`src/rtl/wb_mem_responder.sv`:
```
// Pipelined Wishbone responder over a block RAM: clears memory after reset,
// then serves one request per cycle with a fixed ack latency and optional stall injection.
module wb_mem_responder #(
  parameter int ADDR_BITS     = 8,
  parameter int DATA_BITS     = 8,
  parameter int AUX_WIDTH     = 4,
  parameter int LATENCY       = 4,
  parameter int STALL_PERIOD  = 0,
  parameter int OPT_BUS_ABORT = 1
) (
  input  logic                   i_clk,
  input  logic                   i_rst,
  input  logic                   i_wb_cyc,
  input  logic                   i_wb_stb,
  input  logic                   i_wb_we,
  input  logic [ADDR_BITS-1:0]   i_wb_addr,
  input  logic [DATA_BITS-1:0]   i_wb_data,
  input  logic [DATA_BITS/8-1:0] i_wb_sel,
  input  logic [AUX_WIDTH-1:0]   i_aux,
  output logic                   o_wb_stall,
  output logic                   o_wb_ack,
  output logic [DATA_BITS-1:0]   o_wb_data,
  output logic [AUX_WIDTH-1:0]   o_aux
);

  localparam int DEPTH = 1 << ADDR_BITS;
  localparam int LANES = DATA_BITS / 8;
  localparam int SP    = (STALL_PERIOD < 2) ? 2 : STALL_PERIOD;
  localparam int SW    = $clog2(SP);

  typedef enum logic {
    CLEAR = 1'b0,
    READY = 1'b1
  } state_t;

  // Handshake: a request is taken on a rising edge when cyc (if honoured),
  // stb and !stall are all high; its ack is a single-cycle pulse with data and aux.
  state_t               state_q, state_d;
  logic [ADDR_BITS-1:0] clr_cnt_q, clr_cnt_d;
  logic [SW-1:0]        stall_cnt_q, stall_cnt_d;
  logic [LATENCY-1:0]   valid_q, valid_d;
  logic [AUX_WIDTH-1:0] aux_q [LATENCY];
  logic [AUX_WIDTH-1:0] aux_d [LATENCY];
  logic                 we0_q, we0_d;

  logic                 stall;
  logic                 cyc_eff;
  logic                 abort;
  logic                 accept;
  logic                 mem_clr;

  logic [DATA_BITS-1:0] mem [DEPTH];
  logic [DATA_BITS-1:0] rd_q;
  logic [DATA_BITS-1:0] stage0_data;
  logic [DATA_BITS-1:0] tail_data;

  always_comb begin
    cyc_eff = (OPT_BUS_ABORT != 0) ? i_wb_cyc : 1'b1;
    abort   = (OPT_BUS_ABORT != 0) && !i_wb_cyc;
    stall   = (state_q == CLEAR) ||
              ((STALL_PERIOD != 0) && (stall_cnt_q == SW'(SP - 1)));
    accept  = !i_rst && (state_q == READY) && cyc_eff && i_wb_stb && !stall;
    mem_clr = !i_rst && (state_q == CLEAR);
  end

  always_comb begin
    state_d     = state_q;
    clr_cnt_d   = clr_cnt_q;
    stall_cnt_d = stall_cnt_q;
    case (state_q)
      CLEAR: begin
        clr_cnt_d   = clr_cnt_q + 1'b1;
        stall_cnt_d = '0;
        if (&clr_cnt_q) begin
          state_d = READY;
        end
      end
      READY: begin
        stall_cnt_d = (stall_cnt_q == SW'(SP - 1)) ? '0 : stall_cnt_q + 1'b1;
      end
      default: begin
        state_d = CLEAR;
      end
    endcase
  end

  // Stage 0 captures the request; later stages only carry valid and aux,
  // with read data travelling through the tail registers below.
  always_comb begin
    valid_d    = '0;
    valid_d[0] = accept;
    aux_d[0]   = i_aux;
    we0_d      = i_wb_we;
    for (int k = 1; k < LATENCY; k++) begin
      valid_d[k] = valid_q[k-1] && !abort;
      aux_d[k]   = aux_q[k-1];
    end
  end

  always_ff @(posedge i_clk) begin
    if (i_rst) begin
      state_q     <= CLEAR;
      clr_cnt_q   <= '0;
      stall_cnt_q <= '0;
      valid_q     <= '0;
    end else begin
      state_q     <= state_d;
      clr_cnt_q   <= clr_cnt_d;
      stall_cnt_q <= stall_cnt_d;
      valid_q     <= valid_d;
    end
  end

  always_ff @(posedge i_clk) begin
    we0_q <= we0_d;
    for (int k = 0; k < LATENCY; k++) begin
      aux_q[k] <= aux_d[k];
    end
  end

  // Synchronous-read RAM: a read on the edge after a write sees the new word.
  always_ff @(posedge i_clk) begin
    if (mem_clr) begin
      mem[clr_cnt_q] <= '0;
    end else if (accept && i_wb_we) begin
      for (int b = 0; b < LANES; b++) begin
        if (i_wb_sel[b]) begin
          mem[i_wb_addr][8*b +: 8] <= i_wb_data[8*b +: 8];
        end
      end
    end
    rd_q <= mem[i_wb_addr];
  end

  assign stage0_data = we0_q ? '0 : rd_q;

  generate
    if (LATENCY > 1) begin : g_tail
      logic [DATA_BITS-1:0] data_q [LATENCY-1];
      always_ff @(posedge i_clk) begin
        data_q[0] <= stage0_data;
        for (int k = 1; k < LATENCY - 1; k++) begin
          data_q[k] <= data_q[k-1];
        end
      end
      assign tail_data = data_q[LATENCY-2];
    end else begin : g_head
      assign tail_data = stage0_data;
    end
  endgenerate

  assign o_wb_stall = stall;
  assign o_wb_ack   = valid_q[LATENCY-1];
  assign o_wb_data  = o_wb_ack ? tail_data : '0;
  assign o_aux      = o_wb_ack ? aux_q[LATENCY-1] : '0;

endmodule
```
`config.mk`:
```
export PLATFORM = sky130hd
export DESIGN_NAME = wb_mem_responder
export DESIGN_NICKNAME = d
export VERILOG_FILES = /design/src/rtl/wb_mem_responder.sv
export SDC_FILE = /design/constraint.sdc
export NUM_CORES = 2
export LEC_CHECK = 0
export CORE_ASPECT_RATIO = 1.1
export CORE_MARGIN = 5
export CORE_UTILIZATION = 50
export DETAILED_ROUTE_END_ITERATION = 12
export PLACE_DENSITY = 0.61
export SYNTH_ARGS = -nofsm -noshare
export SYNTH_HDL_FRONTEND = slang
export SYNTH_SLANG_ARGS = --single-unit
```
`constraint.sdc`:
```
create_clock -name i_clk -period 6.9 [get_ports i_clk]
set_input_delay 0.69 -clock i_clk [delete_from_list [all_inputs] [get_ports i_clk]]
set_output_delay 0.69 -clock i_clk [all_outputs]
set_load 0.01 [all_outputs]
```
==> run summary <==
Largest cells by area after synthesis = edfxtp_1, mux4_2, mux2i_1
Fin cells = 6483
CP Max Fanout = 24
XOR/XNOR share of the synthesized area = 0.0747%
Synth Flop Type = edfxtp_1
Most common cell in the netlist = edfxtp_1
Int Power = 20.4 mW
Post-Route M1 WL = 86700 um
Worst Path Buf+Inv = 1
Commonest cells in the synthesized netlist = edfxtp_1, mux4_2, nor2_1
Fin crit period = 5.21 ns
Synth top area share = 74.9%
Initial Util = 50.1%
Sequential area share after synthesis = 76.4%
Core area = 0.164 mm^2
CP peak stage delay = 0.87 ns
Hold endpoint = aux_q[0][1]
Max-cap violation count = 0
Post-synthesis mux area share = 14.7%
Crit-path cells = and4b_1 -> nand3_1 -> o21ai_0 -> o21a_1 -> nand2_1 -> buf_4 -> nor2_1
Grt ovf = 0
Post-synth ARST share = 0%
Simple-Gate Fraction of Synth Area = 3.40%
Hold_sp = i_aux[1]
Vias in the first global route = 41.4k
Distinct cells, synth = 73
Worst Path Required = 7.36 ns
Via density = 6.37
Crit Path Class = reg2reg
Row count = 156
Layout cells sized above 1 = 19.9%
Hold Slack = 0.274 ns
Maximum vdd ir drop = 0.277 mV
DR pass1 iterations = 6
Post-CTS Resized = 0
Post-CTS Setup Bufs = 0
DP HPWL = 138000 um
Total power = 25.8 mW
Layout fillers = 12.1k
Highest routing layer actually used = met5
Critical path arrival = 5.67 ns
CTS tree = built
Cells after Synth = 4068
Min-Delay Path Class = in2reg
Antenna violations before repair = 5
Routed vias = 41.3k
Top Family by Delay on Critical Path = simple AND/OR/NAND/NOR gates
Mapped Area = 0.0821 mm^2
Post-synthesis to final-layout area growth = 11.4%
FF+latch count, synth = 2110
TNS Setup = 0 ns
Crit-path slowest cell = nand2_1
Crit. End Element = flop
Post-route ant nets = 0
Post-route clock period utilization = 75.5%
Clk pwr share = 43.1%
Combinational fraction of design power = 3.0%
Sequential share of power = 53.9%
Switch Pwr = 5.40 mW
RSZ-0062 raised after global routing = no
YS warnings = 0
Metal3 WL = 17800 um
Die Y = 435 um
Largest family of logic cells by synthesized area = multiplexers
DIE WIDTH = 396 um
FF-to-FF path depth = 7
Leading area contributor after synthesis = edfxtp_1
Largest net degree at the start of global routing = 132
Inst Count DP = 6103
Fmax = 192 MHz
Final Max Tran Viols = 0
Syn avg cell area = 20.2 um^2
CTS Sinks = 2110
Worst relative slew slack = 5.08%
Clk_lat worst skew = 0.87 ns
Slew @ Worst Pin = 1.42 ns
DRT Wirelength = 222000 um
FF+latch area = 0.0627 mm^2
CTS clk-pin slew, worst paths = 0.06 ns
Multi-input logic area = 0.0178 mm^2
Initial drt markers = 4927
Hold_buf cts = 0
Setup Skew = 0.0447 ns
Clock tree buffer depth = 3
Reg-to-Reg End = mem[68][2]
Synthesized-area fraction occupied by adder cells = 0.0152%
Leakage = 33.7 nW
Syn nets = 4095
Reg2reg setup slack = 1.69 ns
Worst hold path depth = 1
Met2 WL = 107000 um
Die area = 0.172 mm^2
Number of synthesized flops with an enable pin = 2048
Ports = 40
Final Hold Violating Endpoints = 0
R2r startpoint = state_q
Status = complete, no violations
CTS H-Tree Depth = 4
First-pass GRT wire length = 315000 um
Input/output buffers = 39
Setup Viol. Count Final = 0
Detailed-route wire length per cell = 34.2 um
CTS root buf = clkbuf_16
Power per cell area = 282 mW/mm^2
Num CTS Buffers = 203
Nets = 4202
Gr usage total = 25.7%
GPL Wtd Cong = 0.918
Compound-Gate Fraction of Synth Area = 3.39%
# DRC = 0
Sw Share = 21.0%
Startpoint types = flop
[cells in the final DEF (no fill, tap or decap), types with 34 or more instances in the layout]
| cell type | instances |
|---|---|
| clkdlybuf4s50_1 | 34 |
| edfxtp_1 | 2048 |
| nand3_1 | 49 |
| nand2_1 | 80 |
| clkinv_2 | 47 |
| and2_1 | 48 |
| mux2i_1 | 268 |
| mux4_2 | 383 |
| a21oi_1 | 61 |
| buf_4 | 86 |
| nor2_1 | 288 |
| clkbuf_16 | 205 |
| o22ai_1 | 92 |
| dfxtp_1 | 62 |
| clkbuf_1 | 44 |
| o221ai_1 | 84 |
[per-layer routing]
metal,vias up,track usage [%]
li1,17016,-
met1,21796,35.3
met2,2036,41.0
met3,439,4.85
met4,2,10.1
met5,-,0
[sequential cells by signal, summed over array words and instances (netlist names)]
name / count
valid_q: 4
clr_cnt_q: 8
aux_q: 16
g_tail.data_q: 24
rd_q: 8
state_q: 1
mem: 2048
we0_q: 1
[cells by family (layout without fill, tap and decap cells)]
| logic type | Yosys count | after routing |
|---|---|---|
| and+or+nand+nor | 606 | 606 |
| buffers and inverters | 253 | 531 |
| adders and majority gates | 1 | 1 |
| DFF | 2110 | 2110 |
| other | 0 | 4 |
| AOI/OAI and AO/OA | 394 | 394 |
| muxes | 697 | 697 |
| xor gates and xnor gates | 7 | 7 |
[through the flow]
step                worst slack (ns)  utilization, %  cell area [um^2]
CTS                             1.80            55.8             91400
global placement                1.21            51.7             84700
floorplan                       1.20               -             82100
global route                    1.61            55.8             91400
finish                          1.69            55.8             91400
detailed placement              1.21            51.7             84700
[cell type report]
type / instances / area share [%]
Clock inverter: 123 / 1.48
Sequential cell: 2110 / 68.6
Multi-Input combinational cell: 1705 / 19.4
Antenna cell: 4 / 0.0109
Timing Repair Buffer: 149 / 1.67
Clock buffer: 253 / 5.84
Inverter: 6 / 0.0274
Tap cell: 2133 / 2.92
[worst max path at each step]
stage                 start    endpoint  slack [ns]  depth (start not counted)
floorplan             i_rst   mem[0][0]        1.20                          5
global placement      i_rst  mem[68][2]        1.21                          9
detailed placement    i_rst  mem[68][2]        1.21                          9
CTS                 state_q  mem[68][3]        1.80                          7
global route        state_q  mem[68][7]        1.61                          7
finish              state_q  mem[68][2]        1.69                          7
[power by group through the flow]
stage	clock [mW]	sequential, mW	combinational (mW)
2_1_floorplan	0	14.1	0.498
4_1_cts	11.3	13.9	0.760
6_report	11.1	13.9	0.766
3_5_place_dp	0	14.2	0.759
5_1_grt	11.8	13.9	0.788
3_3_place_gp	0	14.2	0.757
Note: power is estimated with default switching activity, not from simulation.
